## src/rtl/cache_pkg.sv

```systemverilog
// cache_pkg: shared types and geometry constants for the direct-mapped cache controller
//   LINE_BYTES : bytes per cache line (two DATA_W words)
//   TAG_W      : tag width at the default 16-bit address / 8-line geometry
//   INDEX_W    : line-index width at the default 8-line geometry
package cache_pkg;
   localparam int LINE_BYTES = 4;
   localparam int TAG_W      = 11;
   localparam int INDEX_W    = 3;

   typedef enum logic {
      READ  = 1'b0,
      WRITE = 1'b1
   } instr_type_e;

   typedef enum logic [2:0] {
      IDLE,
      LOOKUP,
      WB0,
      WB1,
      FILL0,
      FILL1,
      FILL2
   } state_e;
endpackage

```

## src/rtl/cache_line_store.sv

```systemverilog
// cache_line_store: tag/valid/dirty/data arrays, one combinational read port, one write port
//   clk, rst_n      : clock, async active-low reset (clears valid and dirty only)
//   rd_idx          : read line index -> rd_valid, rd_dirty, rd_tag, rd_data
//   we, wr_idx      : write enable and line index; a write always marks the line valid
//   wr_dirty        : dirty bit to store with the line
//   wr_tag, wr_data : tag and full line data {high word, low word}
module cache_line_store
   import cache_pkg::*;
#(
   parameter int NUM_LINES = 8,
   parameter int IW        = INDEX_W,
   parameter int TW        = TAG_W,
   parameter int LINE_W    = 32
) (
   input  logic              clk,
   input  logic              rst_n,
   input  logic [IW-1:0]     rd_idx,
   output logic              rd_valid,
   output logic              rd_dirty,
   output logic [TW-1:0]     rd_tag,
   output logic [LINE_W-1:0] rd_data,
   input  logic              we,
   input  logic [IW-1:0]     wr_idx,
   input  logic              wr_dirty,
   input  logic [TW-1:0]     wr_tag,
   input  logic [LINE_W-1:0] wr_data
);
   logic [NUM_LINES-1:0] valid_q, dirty_q;
   logic [TW-1:0]        tag_q  [NUM_LINES];
   logic [LINE_W-1:0]    data_q [NUM_LINES];

   always_ff @(posedge clk or negedge rst_n) begin
      if (!rst_n) begin
         valid_q <= '0;
         dirty_q <= '0;
      end else if (we) begin
         valid_q[wr_idx] <= 1'b1;
         dirty_q[wr_idx] <= wr_dirty;
      end
   end

   // Tag and data need no reset: a cleared valid bit masks them.
   always_ff @(posedge clk) begin
      if (we) begin
         tag_q[wr_idx]  <= wr_tag;
         data_q[wr_idx] <= wr_data;
      end
   end

   assign rd_valid = valid_q[rd_idx];
   assign rd_dirty = dirty_q[rd_idx];
   assign rd_tag   = tag_q[rd_idx];
   assign rd_data  = data_q[rd_idx];
endmodule

```

## src/rtl/cache_ctrl.sv

```systemverilog
// cache_ctrl: direct-mapped write-back cache controller, 2-word lines, single request in flight
//   clk, rst_n                         : clock, async active-low reset
//   req_valid/req_ready                : CPU request handshake (ready only in IDLE)
//   req_write, req_addr, req_wdata     : operation, byte address, store data
//   resp_valid, resp_rdata             : one-cycle completion pulse and load data
//   resp_err                           : one-cycle pulse for a rejected odd address
//   mem_addr, mem_wdata, mem_wren      : backing-RAM request (zero when unused)
//   mem_rdata                          : backing-RAM read data, one cycle after mem_addr
//   hit_count, miss_count              : saturating statistics, only with CACHE_CTRL_STATS_EN
module cache_ctrl
   import cache_pkg::*;
#(
   parameter int ADDR_W    = 16,
   parameter int DATA_W    = 16,
   parameter int NUM_LINES = 8
) (
   input  logic              clk,
   input  logic              rst_n,
   input  logic              req_valid,
   output logic              req_ready,
   input  logic              req_write,
   input  logic [ADDR_W-1:0] req_addr,
   input  logic [DATA_W-1:0] req_wdata,
   output logic              resp_valid,
   output logic [DATA_W-1:0] resp_rdata,
   output logic              resp_err,
   output logic [ADDR_W-1:0] mem_addr,
   output logic [DATA_W-1:0] mem_wdata,
   output logic              mem_wren,
   input  logic [DATA_W-1:0] mem_rdata
`ifdef CACHE_CTRL_STATS_EN
   ,
   output logic [15:0]       hit_count,
   output logic [15:0]       miss_count
`endif
);
   localparam int OFF_W = $clog2(LINE_BYTES);
   localparam int IDX_W = $clog2(NUM_LINES);
   localparam int TAG_BITS = ADDR_W - IDX_W - OFF_W;

   state_e              state_q, state_d;
   logic [ADDR_W-1:1]   addr_q, addr_d;
   instr_type_e         op_q, op_d;
   logic [DATA_W-1:0]   wdata_q, wdata_d;
   logic [DATA_W-1:0]   fill_lo_q, fill_lo_d;
   logic [DATA_W-1:0]   resp_rdata_q, resp_rdata_d;
   logic                resp_valid_q, resp_valid_d;
   logic                resp_err_q, resp_err_d;
   logic                replay_q, replay_d;

   logic [IDX_W-1:0]    idx;
   logic [TAG_BITS-1:0] tag;
   logic                sel, accept, lookup, hit;
   logic [DATA_W-1:0]   lo, hi, hit_word, fill_word;

   logic                rd_valid, rd_dirty, st_we, st_dirty;
   logic [TAG_BITS-1:0] rd_tag;
   logic [2*DATA_W-1:0] rd_data, st_wdata;

   assign idx       = addr_q[IDX_W+OFF_W-1:OFF_W];
   assign tag       = addr_q[ADDR_W-1:IDX_W+OFF_W];
   assign sel       = addr_q[1];
   assign accept    = (state_q == IDLE) && req_valid;
   assign lookup    = (state_q == LOOKUP);
   assign hit       = rd_valid && (rd_tag == tag);
   assign lo        = rd_data[DATA_W-1:0];
   assign hi        = rd_data[2*DATA_W-1:DATA_W];
   assign hit_word  = sel ? hi : lo;
   assign fill_word = sel ? mem_rdata : fill_lo_q;

   cache_line_store #(
      .NUM_LINES(NUM_LINES),
      .IW       (IDX_W),
      .TW       (TAG_BITS),
      .LINE_W   (2*DATA_W)
   ) u_store (
      .clk     (clk),
      .rst_n   (rst_n),
      .rd_idx  (idx),
      .rd_valid(rd_valid),
      .rd_dirty(rd_dirty),
      .rd_tag  (rd_tag),
      .rd_data (rd_data),
      .we      (st_we),
      .wr_idx  (idx),
      .wr_dirty(st_dirty),
      .wr_tag  (tag),
      .wr_data (st_wdata)
   );

   // Store writes: a write hit (first or replay LOOKUP) merges one half and
   // marks the line dirty; FILL2 installs the fetched line clean.
   assign st_we    = (lookup && hit && op_q == WRITE) || (state_q == FILL2);
   assign st_dirty = (state_q != FILL2);
   assign st_wdata = (state_q == FILL2) ? {mem_rdata, fill_lo_q} :
                     sel ? {wdata_q, lo} : {hi, wdata_q};

   always_comb begin
      state_d = state_q;
      case (state_q)
         IDLE:    if (req_valid && !req_addr[0]) state_d = LOOKUP;
         LOOKUP:  state_d = hit ? IDLE : (rd_valid && rd_dirty) ? WB0 : FILL0;
         WB0:     state_d = WB1;
         WB1:     state_d = FILL0;
         FILL0:   state_d = FILL1;
         FILL1:   state_d = FILL2;
         FILL2:   state_d = LOOKUP;
         default: state_d = IDLE;
      endcase
   end

   // The response of a miss is issued as the line is installed (the high
   // word is still on mem_rdata), so the replay LOOKUP only commits a
   // pending store and must not respond a second time.
   assign addr_d       = accept ? req_addr[ADDR_W-1:1] : addr_q;
   assign op_d         = accept ? instr_type_e'(req_write) : op_q;
   assign wdata_d      = accept ? req_wdata : wdata_q;
   assign fill_lo_d    = (state_q == FILL1) ? mem_rdata : fill_lo_q;
   assign replay_d     = (state_q == FILL2);
   assign resp_err_d   = accept && req_addr[0];
   assign resp_valid_d = (lookup && hit && !replay_q) || (state_q == FILL2);
   assign resp_rdata_d = (resp_valid_d && op_q == READ) ? (lookup ? hit_word : fill_word) : '0;

   always_ff @(posedge clk or negedge rst_n) begin
      if (!rst_n) begin
         state_q      <= IDLE;
         addr_q       <= '0;
         op_q         <= READ;
         wdata_q      <= '0;
         fill_lo_q    <= '0;
         resp_rdata_q <= '0;
         resp_valid_q <= 1'b0;
         resp_err_q   <= 1'b0;
         replay_q     <= 1'b0;
      end else begin
         state_q      <= state_d;
         addr_q       <= addr_d;
         op_q         <= op_d;
         wdata_q      <= wdata_d;
         fill_lo_q    <= fill_lo_d;
         resp_rdata_q <= resp_rdata_d;
         resp_valid_q <= resp_valid_d;
         resp_err_q   <= resp_err_d;
         replay_q     <= replay_d;
      end
   end

   always_comb begin
      mem_addr  = '0;
      mem_wdata = '0;
      case (state_q)
         WB0: begin
            mem_addr  = {rd_tag, idx, OFF_W'(0)};
            mem_wdata = lo;
         end
         WB1: begin
            mem_addr  = {rd_tag, idx, OFF_W'(2)};
            mem_wdata = hi;
         end
         FILL0:   mem_addr = {tag, idx, OFF_W'(0)};
         FILL1:   mem_addr = {tag, idx, OFF_W'(2)};
         default: mem_addr = '0;
      endcase
   end

   assign mem_wren   = (state_q == WB0) || (state_q == WB1);
   assign req_ready  = (state_q == IDLE);
   assign resp_valid = resp_valid_q;
   assign resp_rdata = resp_rdata_q;
   assign resp_err   = resp_err_q;

`ifdef CACHE_CTRL_STATS_EN
   logic [15:0] hit_q, miss_q;

   // The replay LOOKUP always hits and is excluded from both counters.
   always_ff @(posedge clk or negedge rst_n) begin
      if (!rst_n) begin
         hit_q  <= '0;
         miss_q <= '0;
      end else begin
         if (lookup && hit && !replay_q && hit_q != 16'hFFFF) hit_q <= hit_q + 16'd1;
         if (lookup && !hit && miss_q != 16'hFFFF) miss_q <= miss_q + 16'd1;
      end
   end

   assign hit_count  = hit_q;
   assign miss_count = miss_q;
`endif
endmodule

```

## config.mk

```make
export PLATFORM = sky130hd
export DESIGN_NAME = cache_ctrl
export DESIGN_NICKNAME = d
export VERILOG_FILES = /design/src/rtl/cache_pkg.sv /design/src/rtl/cache_line_store.sv /design/src/rtl/cache_ctrl.sv
export SDC_FILE = /design/constraint.sdc
export NUM_CORES = 1
export LEC_CHECK = 0
export ABC_CLOCK_PERIOD_IN_PS = 13050
export CORE_MARGIN = 2
export CORE_UTILIZATION = 48
export DETAILED_ROUTE_END_ITERATION = 8
export PLACE_DENSITY_LB_ADDON = 0.12
export SYNTH_ARGS = -nofsm -noshare
export SYNTH_HDL_FRONTEND = slang
export SYNTH_SLANG_ARGS = --single-unit
```

## constraint.sdc

```tcl
create_clock -name clk -period 13.05 [get_ports clk]
set_input_delay 2.61 -clock clk [delete_from_list [all_inputs] [get_ports clk]]
set_output_delay 2.61 -clock clk [all_outputs]
set_load 0.02 [all_outputs]
```

; Word-level counts from Yosys, hierarchy flattened
; Memory sizes are Yosys's and may differ from the RTL's.
; Index checks and enable logic that the tools add are counted.
[totals]
out_inout_bits = 52
mem_bits_rw = 344
elab_cells = 63
reg_bits = 86
mem_count = 2
[memory_table]
columns = name, depth, word_bits, read_ports, rd_clocked_by_memory_dff, wr, line
row1 = u_store.data_q, 8, 32, 1, 0, 1, cache_line_store.sv:30  ; logic [LINE_W-1:0] data_q [NUM_LINES];
row2 = u_store.tag_q, 8, 11, 1, 0, 1, cache_line_store.sv:29  ; logic [TW-1:0] tag_q [NUM_LINES];
[classes]
n_eq_ne = 9
muxes = 21
n_lt_le_gt_ge = 2
n_reduce_logical = 16
bitwise = 2
[ops]
columns = cell, count
row1 = $mux W16, 4
row2 = $mux W32, 2
row3 = $pmux W16 S4, 1
row4 = $pmux W16 S2, 1
row5 = $pmux W3 S7, 1
row6 = $eq A11 B11 Y1, 1
row7 = $logic_and A1 B1 Y1, 10
row8 = $eq A3 B3 Y1 const B, 3
row9 = $mux W3, 3
row10 = $bwmux W8, 1
row11 = $or A8 B8 Y8, 1
row12 = $bmux W1 S3, 2
row13 = $eq A3 B2 Y1 const B, 2
row14 = $mux W1, 5
row15 = $lt A3 B4 Y1 const B, 1
row16 = $demux W1 S3, 1
row17 = $eq A3 B1 Y1 const B, 1
row18 = $ge A3 B1 Y1 const B, 1
row19 = $logic_not A3 Y1, 1
row20 = $logic_or A1 B1 Y1, 3
row21 = $ne A3 B3 Y1 const B, 1
row22 = $logic_not A1 Y1, 2
row23 = $ne A2 B1 Y1 const B, 1
row24 = $not A1 Y1, 1

; Depth between registers and ports, before layout
; Gate-level depths: netlist (run 1).
[logic_depth]
ltp_word = 8
ltp_mapped = 12

; By module
; Synthesis (run 1) repeated with hierarchy kept, for this count alone.
[unflattened]
hier_cells = 915
hier_area_um2 = 18252.5
[modules_own_cells]
columns = module, cells_per_inst, seq_area_each_um2, area_per_inst_um2, instances
row1 = cache_line_store, 547, 10730.3, 14005.9, 1
row2 = cache_ctrl, 368, 1751.7, 4246.6, 1

; Worst setup path before layout (run 1)
; No wires, ideal clock.
[synth_timing]
path_type = register to register
from = reg addr_q[2] in the netlist's numbering
to = mem u_store.data_q[4][0] (enable)
setup_time_ps = 509
path_slack_ps = 7302
t_arrival_ps = 5239
path_stages_with_launch = 11
t_required_ps = 12541
period_less_slack_ps = 5748
path_cell_list = dfrtp_1 > buf_6 > buf_12 > buf_8 > nor2_1 > a32oi_1 > o21ai_0 > xor2_1 > nor4_4 > nand4_2 > a21boi_0
[synth_between]
elab_chain_len = 8
elab_cells_between_ends = 10
[synth_lines]
columns = element, line
row1 = start: declaration, cache_ctrl.sv:42  ; logic [ADDR_W-1:1] addr_q, addr_d;
row2 = start signal: assignment, cache_ctrl.sv:137  ; addr_q <= addr_d;
row3 = $mem_v2 Z8 W11 / $bmux W1 S3 (equally long branches), n/a
row4 = $eq A11 B11 Y1 / $mux W1 (equally long branches), "cache_ctrl.sv:65, cache_line_store.sv:50"
row5 = $logic_and A1 B1 Y1, cache_ctrl.sv:65  ; assign hit = rd_valid && (rd_tag == tag);
row6 = $logic_and A1 B1 Y1 (2 in a row), cache_ctrl.sv:93  ; assign st_we = (lookup && hit && op_q == WRITE) || (state_q == FILL2);
row7 = $logic_or A1 B1 Y1, cache_ctrl.sv:93
row8 = $mux W1, cache_line_store.sv:44  ; if (we) begin
row9 = $mux W1 (not written as such), cache_line_store.sv:46  ; data_q[wr_idx] <= wr_data;
row10 = end: declaration, cache_line_store.sv:30
; Several ways; a longest one is shown, not always the timed one. The select of a mux whose other input is x is not followed.

; Worst setup path in the final report (run 1)
[layout_timing]
from = reg addr_q[2] in the netlist's numbering
to = out mem_wdata[1]
[layout_between]
elab_chain_len = 2
[layout_lines]
columns = element, line
row1 = $mem_v2 Z8 W32, n/a
row2 = $pmux W16 S2, cache_ctrl.sv:151  ; case (state_q)
row3 = end: declaration, cache_ctrl.sv:28  ; output logic [DATA_W-1:0] mem_wdata,
; Every way passes these cells.

==> impl_metrics.json, run 1 <==
{
  "synth_edf_count": 344,
  "critPathMaxFanout": 70,
  "antenna_found_initial": 0,
  "antenna_cells": 0,
  "synth_seq_cells": 430,
  "fin_tns_setup_ns": 0,
  "cp-endpoint": "mem_wdata[1]",
  "cts_resized": 0,
  "cts_max_level": 2,
  "drc": 0,
  "synth_area_per_cell_sq_um": 14.6,
  "cts_num_sinks": 430,
  "r2r-start": "addr_q[2]$_DFFE_PN0P_",
  "ios": 104,
  "post-route-min-period_ns": 7.44,
  "required_ns": 10.44,
  "cp.arrival_ns": 4.83,
  "worst_slack_ns": 5.61,
  "relSlewSlack": 0.135,
  "hold_path_class": "reg -> reg",
  "fmax_ghz": 0.134,
  "grt_pass1_vias": 11396,
  "insertion_delay_ns": 0.57,
  "syn-num-nets": 1309,
  "synth-warning-count": 0,
  "period_share": 0.570,
  "hold_violations": 0,
  "synth.distinct_cells": 79,
  "firstDrtPassIters": 6,
  "drive_gt1_frac": 0.163,
  "critPathLaunch": "addr_q[2]$_DFFE_PN0P_",
  "async_flop_share": 0.200,
  "routed_wl_um": 50200,
  "r2r-end": "u_store.data_q[2][10]$_DFFE_PP_",
  "drv_slew": 0,
  "max_slew.worst_pin.slew_ns": 1.30,
  "post_cts_buffers": 0,
  "reg2reg_depth": 10,
  "status": "complete, no violations",
  "drt_iter0_drc": 1045,
  "track_usage": 0.257,
  "fill_cells": 3050,
  "path_clk_slew_ns": 0.06,
  "start_util": 0.487,
  "power_leakage_nw": 7.27,
  "fp.dieH_um": 200,
  "viasPerCell": 6.05,
  "cp-start-kind": "register",
  "hold_buffers": 0,
  "synth_seq_area_share": 0.680,
  "peakVddDrop_mv": 0.128,
  "io_buffers": 102,
  "die_width_um": 200,
  "pre_cts_ws_ns": 6.26,
  "grt_max_degree": 71,
  "grt_pass1_wl_um": 73800,
  "dp_hpwl_um": 28900,
  "hold_depth": 2,
  "wl_per_cell_um": 26.6,
  "final_nets": 1391,
  "r2r_setup_slack_ns": 6.28,
  "gp_congestion": 0.791,
  "rows": 71,
  "rsz0062_at_grt": "false",
  "hp-start": "u_store.dirty_q[1]$_DFFE_PN0P_",
  "syn-cell-area_sq_um": 18300,
  "vias": 11413,
  "cts_buffers": 45,
  "root_buffer": "clkbuf_16",
  "synthFlopType": "edfxtp_1",
  "synth_top_area_cell": "edfxtp_1",
  "dieArea_sq_um": 39800,
  "area_growth_pct": 15.1,
  "synthTopCellsByArea": "edfxtp_1 (56%), dfrtp_1 (12%), mux2_2 (5.0%), mux2i_1 (3.3%), o21ai_0 (2.5%)",
  "maxCapViolations": 0,
  "endpoint_kind": "output pin",
  "netlist.area_leader.share": 0.563,
  "ant_nets": 0,
  "core_area_sq_um": 37700,
  "clockBufferDepth": 3,
  "skew_ns": 0.00995,
  "postSynthCellCount": 1257,
  "overflow": 0,
  "critical_path_class": "reg -> out",
  "tritoncts": "done",
  "p_per_area_nw_per_um2": 255,
  "final-setup-viol-count": 0
}
power breakdown:
group          leakage, nW  total [W]  switching, W  internal (W)
Sequential            4.18    0.00214      0.000182       0.00195
Combinational         2.39    0.00201       0.00132      0.000697
Clock                0.702    0.00124      0.000516      0.000727
layer usage:
metal / GRT usage / part of all wire / wire length [um]
met5: 0 / 0 / 0
met4: 0.0809 / 0.026 / 1300
met3: 0.0383 / 0.065 / 3280
met2: 0.431 / 0.49 / 24500
met1: 0.346 / 0.42 / 21000
through the flow:
stage	std cells	utilization	hold slack, ns	cell area, sq um	power, W
final	1887	0.561	0.515	21100	0.00539
after global routing	1887	0.561	0.547	21100	0.00565
after CTS	1887	0.561	0.517	21100	0.00541
after detailed placement	1803	0.523	0.500	19700	0.00416
after global placement	1803	0.523	0.490	19700	0.00414
after floorplan	1257	-	0.436	18300	0.00348
registers in the layout (all words and copies together) (netlist names), 3 cells and up:
| register | count |
|---|---|
| state_q | 3 |
| u_store.data_q | 256 |
| u_store.valid_q | 8 |
| resp_rdata | 16 |
| fill_lo_q | 16 |
| addr_q | 15 |
| wdata_q | 16 |
| u_store.tag_q | 88 |
| u_store.dirty_q | 8 |
placed cells by master (no fill, tap or decap), types with 47 or more instances in the layout:
| cell | n |
|---|---|
| mux2_2 | 82 |
| a21oi_1 | 81 |
| clkdlybuf4s50_1 | 101 |
| nand2_1 | 86 |
| mux2i_1 | 61 |
| o21ai_0 | 91 |
| edfxtp_1 | 344 |
| nor2_1 | 64 |
| clkbuf_16 | 47 |
| dfrtp_1 | 82 |
synth_stat cells (all sizes together), types with 7 or more instances:
master / number
a211oi: 20
a21o: 10
a21oi: 89
a221o: 9
a221oi: 36
a22o: 11
a22oi: 36
buf: 30
clkbuf: 59
dfrtp: 86
edfxtp: 344
mux2: 83
mux2i: 61
mux4: 14
nand2: 86
nand3: 7
nor2: 66
nor2b: 13
o21ai: 94
o22ai: 14
worst max-delay path, stage by stage, from the launching register on:
cell and delay, ns:
dfrtp_4 1.05, buf_4 0.55, buf_4 0.56, nor2b_1 0.10
buf_4 0.21, a22oi_1 0.15, o2bb2ai_1 0.09, a21oi_1 0.26
nor2_1 0.09, a21oi_1 0.38, nor2_1 0.08, clkdlybuf4s50_1 0.56
logic make-up (layout without fill, tap and decap cells):
| kind of cell | count (synthesis) | count (layout) | share of synthesized area |
|---|---|---|---|
| flip-flops | 430 | 430 | 0.680 |
| AO/OA/AOI/OAI | 347 | 347 | 0.124 |
| AND/OR/NAND/NOR | 215 | 215 | 0.0558 |
| multiplexers | 158 | 158 | 0.102 |
| buffers and inverters | 102 | 221 | 0.0357 |
| XOR/XNOR | 4 | 4 | 0.00191 |
| other | 1 | 1 | 0.000204 |
how the worst min path moves through the flow:
stage	endpoint	slack (ns)
5_1_grt	wdata_q[2]$_DFFE_PN0P_	0.55
3_3_place_gp	u_store.dirty_q[3]$_DFFE_PN0P_	0.49
4_1_cts	u_store.dirty_q[1]$_DFFE_PN0P_	0.52
3_5_place_dp	u_store.dirty_q[4]$_DFFE_PN0P_	0.50
2_1_floorplan	resp_valid$_DFF_PN0_	0.44
6_report	u_store.dirty_q[1]$_DFFE_PN0P_	0.52
area by class of cell:
class / count / area (sq um) / share of cell area
sequential: 430 / 12500 / 0.591
multi-input combinational: 725 / 5300 / 0.251
clock inverter: 13 / 90.1 / 0.00427
inverter: 8 / 30.0 / 0.00142
tap: 511 / 639 / 0.0303
timing repair buffer: 129 / 1220 / 0.0578
clock buffer: 71 / 1350 / 0.0637
Note: power is estimated with default switching activity, not from simulation.
==> run 2, diff against run 1 <==
Settings changed: ABC_CLOCK_PERIOD_IN_PS 13050 to 7600.
Clock period 13.05 ns to 7.6 ns, I/O delays scaled along.
==> impl_metrics.json, run 2 (synthesis results as in run 1) <==
{
  "status": "complete, no violations",
  "netSwitchingFraction": 0.371,
  "fin_tns_setup_ns": 0,
  "maxCapViolations": 0,
  "clockBufferDepth": 3,
  "power_leakage_nw": 7.36,
  "grt_pass1_wl_um": 72000,
  "gp_congestion": 0.827,
  "hold_depth": 1,
  "internal_power_w": 0.00590,
  "p_sw_w": 0.00348,
  "io_buffers": 102,
  "max_slew.worst_pin.slew_ns": 1.18,
  "cts_max_level": 2,
  "utilization": 0.564,
  "post_cts_buffers": 0,
  "routed_wl_um": 49200,
  "endpoint_kind": "output pin",
  "cts_buffers": 46,
  "root_buffer": "clkbuf_16",
  "clockPowerShare": 0.239,
  "final_common_cell": "edfxtp_1",
  "viasPerCell": 6.00,
  "pwr-share-comb": 0.365,
  "insertion_delay_ns": 0.55,
  "drt_iter0_drc": 1018,
  "cp-start-kind": "register",
  "regMostFlops": "u_store.data_q",
  "hp-start": "replay_q$_DFF_PN0_",
  "placed_area_sq_um": 19700,
  "track_usage": 0.250,
  "skew_ns": 0.0126,
  "critical_path_class": "reg -> out",
  "dp_hpwl_um": 30600,
  "largest_reg_flops": 256,
  "hold_path_class": "reg -> reg",
  "relSlewSlack": 0.205,
  "fmax_ghz": 0.173,
  "firstDrtPassIters": 4,
  "tritoncts": "done",
  "min_to": "resp_valid$_DFF_PN0_",
  "area_growth_pct": 15.8,
  "hold_buffers": 0,
  "critical_path.cell_chain": "buf_4, nor2b_1, buf_4, a221oi_1, o21ai_0, nor2_1, a211oi_1, clkdlybuf4s50_1",
  "slowest_stage": "dfrtp_2",
  "ant_nets": 0,
  "start_util": 0.487,
  "reg2reg_depth": 8,
  "critPathBufInv": 3,
  "r2r-end": "u_store.tag_q[0][5]$_DFFE_PP_",
  "critPathMaxFanout": 38,
  "post-route-min-period_ns": 5.77,
  "final-setup-viol-count": 0,
  "grt_pass1_vias": 11126,
  "cts_resized": 0,
  "stdcell_area_sq_um": 21200,
  "ios": 104,
  "drv_slew": 0,
  "required_ns": 6.08,
  "r2r_setup_slack_ns": 1.94,
  "dp.cells": 1810,
  "antenna_cells": 0,
  "final_cell_mix": "edfxtp_1 (344), clkdlybuf4s50_1 (101), o21ai_0 (91), nand2_1 (86)",
  "drive_gt1_frac": 0.174,
  "final_nets": 1399,
  "peakVddDrop_mv": 0.187,
  "drc": 0,
  "hold_violations": 0,
  "fin_cells": 1894,
  "p_per_area_nw_per_um2": 441,
  "grt_max_degree": 56,
  "rsz0062_at_grt": "false",
  "core_area_sq_um": 37700,
  "path_clk_slew_ns": 0.06,
  "top_regs": "u_store.data_q x256, u_store.tag_q x88",
  "max_stage_delay_ns": 0.92,
  "crit_family": "buffers and inverters",
  "rows": 71,
  "p_seq_frac": 0.396,
  "wl_per_cell_um": 26.0,
  "die_width_um": 200,
  "fp.dieH_um": 200,
  "crit_path_frequent_cell": "buf_4",
  "antenna_found_initial": 0,
  "cts_num_sinks": 430,
  "period_share": 0.760,
  "vias": 11368,
  "dieArea_sq_um": 39800,
  "r2r-start": "addr_q[3]$_DFFE_PN0P_",
  "overflow": 0,
  "cp.arrival_ns": 4.25
}
## run 2: metal layers
| layer | routed length (um) | vias up | part of all wire | GRT usage |
|---|---|---|---|---|
| met1 | 21800 | 5744 | 0.44 | 0.357 |
| met5 | 0 | - | 0 | 0 |
| li1 | - | 5058 | - | - |
| met4 | 1700 | 0 | 0.034 | 0.0941 |
| met2 | 22800 | 465 | 0.46 | 0.391 |
| met3 | 2920 | 101 | 0.059 | 0.0381 |
## run 2: worst max path at each step
stage | slack, ns | startpoint | depth (start not counted) | endpoint
2_1_floorplan | 1.85 | addr_q[2]$_DFFE_PN0P_ | 10 | u_store.data_q[4][0]$_DFFE_PP_
3_3_place_gp | 2.06 | addr_q[4]$_DFFE_PN0P_ | 9 | u_store.tag_q[0][0]$_DFFE_PP_
3_5_place_dp | 1.90 | addr_q[3]$_DFFE_PN0P_ | 8 | u_store.tag_q[0][2]$_DFFE_PP_
4_1_cts | 1.84 | addr_q[3]$_DFFE_PN0P_ | 8 | mem_wdata[10]
5_1_grt | 1.52 | addr_q[3]$_DFFE_PN0P_ | 8 | u_store.data_q[0][19]$_DFFE_PP_
6_report | 1.83 | addr_q[3]$_DFFE_PN0P_ | 8 | mem_wdata[10]
## run 2: metrics by stage
step | hold slack [ns] | worst slack, ns | power (W)
floorplan | 0.436 | 1.85 | 0.00597
global placement | 0.487 | 2.06 | 0.00711
detailed placement | 0.493 | 1.90 | 0.00716
CTS | 0.509 | 1.84 | 0.00940
global route | 0.543 | 1.52 | 0.00982
finish | 0.504 | 1.83 | 0.00938
## run 2: area by class of cell
cell class / count / area (sq um)
Timing Repair Buffer: 136 / 1270
Tap cell: 511 / 639
Clock inverter: 21 / 179
Sequential cell: 430 / 12500
Clock buffer: 63 / 1350
Fill cell: 3070 / 16400
Inverter: 8 / 30.0
Multi-Input combinational cell: 725 / 5290
## run 2: power by group through the flow
stage	Combinational, W	Clock [W]	Sequential (W)
floorplan	0.00242	0	0.00354
global placement	0.00336	0	0.00375
detailed placement	0.00339	0	0.00377
CTS	0.00341	0.00227	0.00372
global route	0.00369	0.00236	0.00376
finish	0.00342	0.00224	0.00372
==> run 3, diff against run 2 <==
Settings changed: ABC_CLOCK_PERIOD_IN_PS 7600 to 5360.
Clock period 7.6 ns to 5.36 ns, I/O delays scaled along.
==> impl_metrics.json, run 3 (synthesis results as in run 1) <==
{
  "antenna_cells": 0,
  "antenna_found_initial": 0,
  "fin_tns_setup_ns": 0,
  "cp-start-kind": "register",
  "dp_hpwl_um": 30100,
  "insertion_delay_ns": 0.54,
  "hp-start": "replay_q$_DFF_PN0_",
  "period_share": 0.915,
  "hold_path_class": "reg -> reg",
  "cts_resized": 0,
  "final_common_cell": "edfxtp_1",
  "core_area_sq_um": 37700,
  "final_nets": 1417,
  "regMostFlops": "u_store.data_q",
  "wl_per_cell_um": 25.7,
  "area_growth_pct": 16.5,
  "routed_wl_um": 49300,
  "post_cts_buffers": 0,
  "hold_violations": 0,
  "rsz0062_at_grt": "false",
  "rows": 71,
  "multi_input_area_sq_um": 5290,
  "slowest_stage": "nor2_2",
  "fmax_ghz": 0.204,
  "grt_max_degree": 66,
  "critical_path.cell_chain": "nor2_2, buf_4, a22oi_1, a21oi_1, a21oi_1, nor2b_1, a211oi_1, clkdlybuf4s50_1",
  "post-route-min-period_ns": 4.91,
  "viasPerCell": 5.95,
  "hold_buffers": 0,
  "cts_buffers": 46,
  "power_leakage_nw": 7.43,
  "status": "complete, no violations",
  "r2r_setup_slack_ns": 1.07,
  "critical_path_class": "reg -> out",
  "final_cell_mix": "edfxtp_1 (344), clkdlybuf4s50_1 (101), o21ai_0 (91), nand2_1 (86)",
  "start_util": 0.487,
  "dieArea_sq_um": 39800,
  "ios": 104,
  "seqCellArea_sq_um": 12500,
  "drive_gt1_frac": 0.179,
  "fp.dieH_um": 200,
  "required_ns": 4.29,
  "cts_max_level": 2,
  "path_clk_slew_ns": 0.06,
  "grt_pass1_wl_um": 72800,
  "r2r-start": "addr_q[2]$_DFFE_PN0P_",
  "clockBufferDepth": 3,
  "overflow": 0,
  "crit_path_frequent_cell": "a21oi_1",
  "drv_slew": 0,
  "maxCapViolations": 0,
  "cp.arrival_ns": 3.83,
  "critPathMaxFanout": 24,
  "drc": 0,
  "drt_iter0_drc": 1019,
  "reg2reg_depth": 10,
  "hold_depth": 1,
  "p_per_area_nw_per_um2": 621,
  "fill_cells": 3087,
  "vias": 11391,
  "max_slew.worst_pin.slew_ns": 1.08,
  "skew_ns": 0.00922,
  "firstDrtPassIters": 5,
  "largest_reg_flops": 256,
  "cts_num_sinks": 430,
  "ant_nets": 0,
  "top_regs": "u_store.data_q x256, u_store.tag_q x88",
  "root_buffer": "clkbuf_16",
  "max_stage_delay_ns": 0.74,
  "min_to": "resp_valid$_DFF_PN0_",
  "io_buffers": 102,
  "die_width_um": 200,
  "relSlewSlack": 0.274,
  "gp_congestion": 0.780,
  "peakVddDrop_mv": 0.290,
  "placed_area_sq_um": 19900,
  "final-setup-viol-count": 0,
  "stdcell_area_sq_um": 21400,
  "endpoint_kind": "output pin",
  "utilization": 0.568,
  "r2r-end": "u_store.data_q[1][16]$_DFFE_PP_",
  "tritoncts": "done",
  "grt_pass1_vias": 11127,
  "track_usage": 0.252
}
-- run 3: cell types whose count changed in the layout (fill, tap and decap cells not counted) --
cell and delta:
buf_4 +14, buf_12 +4, inv_6 -1, clkinv_1 +1, clkbuf_1 +9, bufinv_16 -2, clkinv_2 -2, clkbuf_16 +2
clkinvlp_4 -1, clkbuf_8 -4
-- run 3: per-layer routing --
layer | track usage | wire (um)
met3 | 0.0356 | 3150
met1 | 0.351 | 21300
met4 | 0.0837 | 1470
met2 | 0.408 | 23400
met5 | 0 | 0
-- run 3: metrics by stage --
step / total power [W] / setup WS [ns] / hold WS, ns / cells
6_report: 0.0133 / 0.454 / 0.481 / 1914
5_1_grt: 0.0139 / 0.316 / 0.490 / 1914
4_1_cts: 0.0133 / 0.401 / 0.475 / 1914
3_5_place_dp: 0.0102 / 0.971 / 0.468 / 1828
3_3_place_gp: 0.0102 / 1.03 / 0.470 / 1828
2_1_floorplan: 0.00846 / 0.744 / 0.436 / 1257
-- run 3: power by group --
group / switching (W) / internal (W)
clock network: 0.00125 / 0.00181
logic: 0.00321 / 0.00179
registers: 0.000454 / 0.00476
-- run 3: final cells by class --
type | instances | share of cell area
sequential | 430 | 0.584
multi-input combinational | 725 | 0.247
timing repair buffer | 154 | 0.0682
clock buffer | 70 | 0.0643
tap | 511 | 0.0299
clock inverter | 16 | 0.00451
inverter | 8 | 0.00140
-- run 3: worst max path at each step --
stage,start,end,slack [ns],cells past startpoint
after detailed placement,addr_q[2]$_DFFE_PN0P_,mem_wdata[14],0.97,7
after global routing,addr_q[2]$_DFFE_PN0P_,mem_wdata[14],0.32,8
after floorplan,addr_q[2]$_DFFE_PN0P_,u_store.data_q[4][0]$_DFFE_PP_,0.74,10
after global placement,addr_q[2]$_DFFE_PN0P_,mem_wdata[14],1.03,8
final,addr_q[3]$_DFFE_PN0P_,mem_wdata[7],0.45,8
after CTS,addr_q[2]$_DFFE_PN0P_,mem_wdata[14],0.40,7
-- run 3: critical path, delay by kind of cell, from the launching register on --
| kind | cells | cell delay, ns |
|---|---|---|
| AND/OR/NAND/NOR | 2 | 0.92 |
| flip-flops | 1 | 0.61 |
| AO/OA/AOI/OAI | 4 | 0.79 |
| buffers and inverters | 2 | 0.97 |
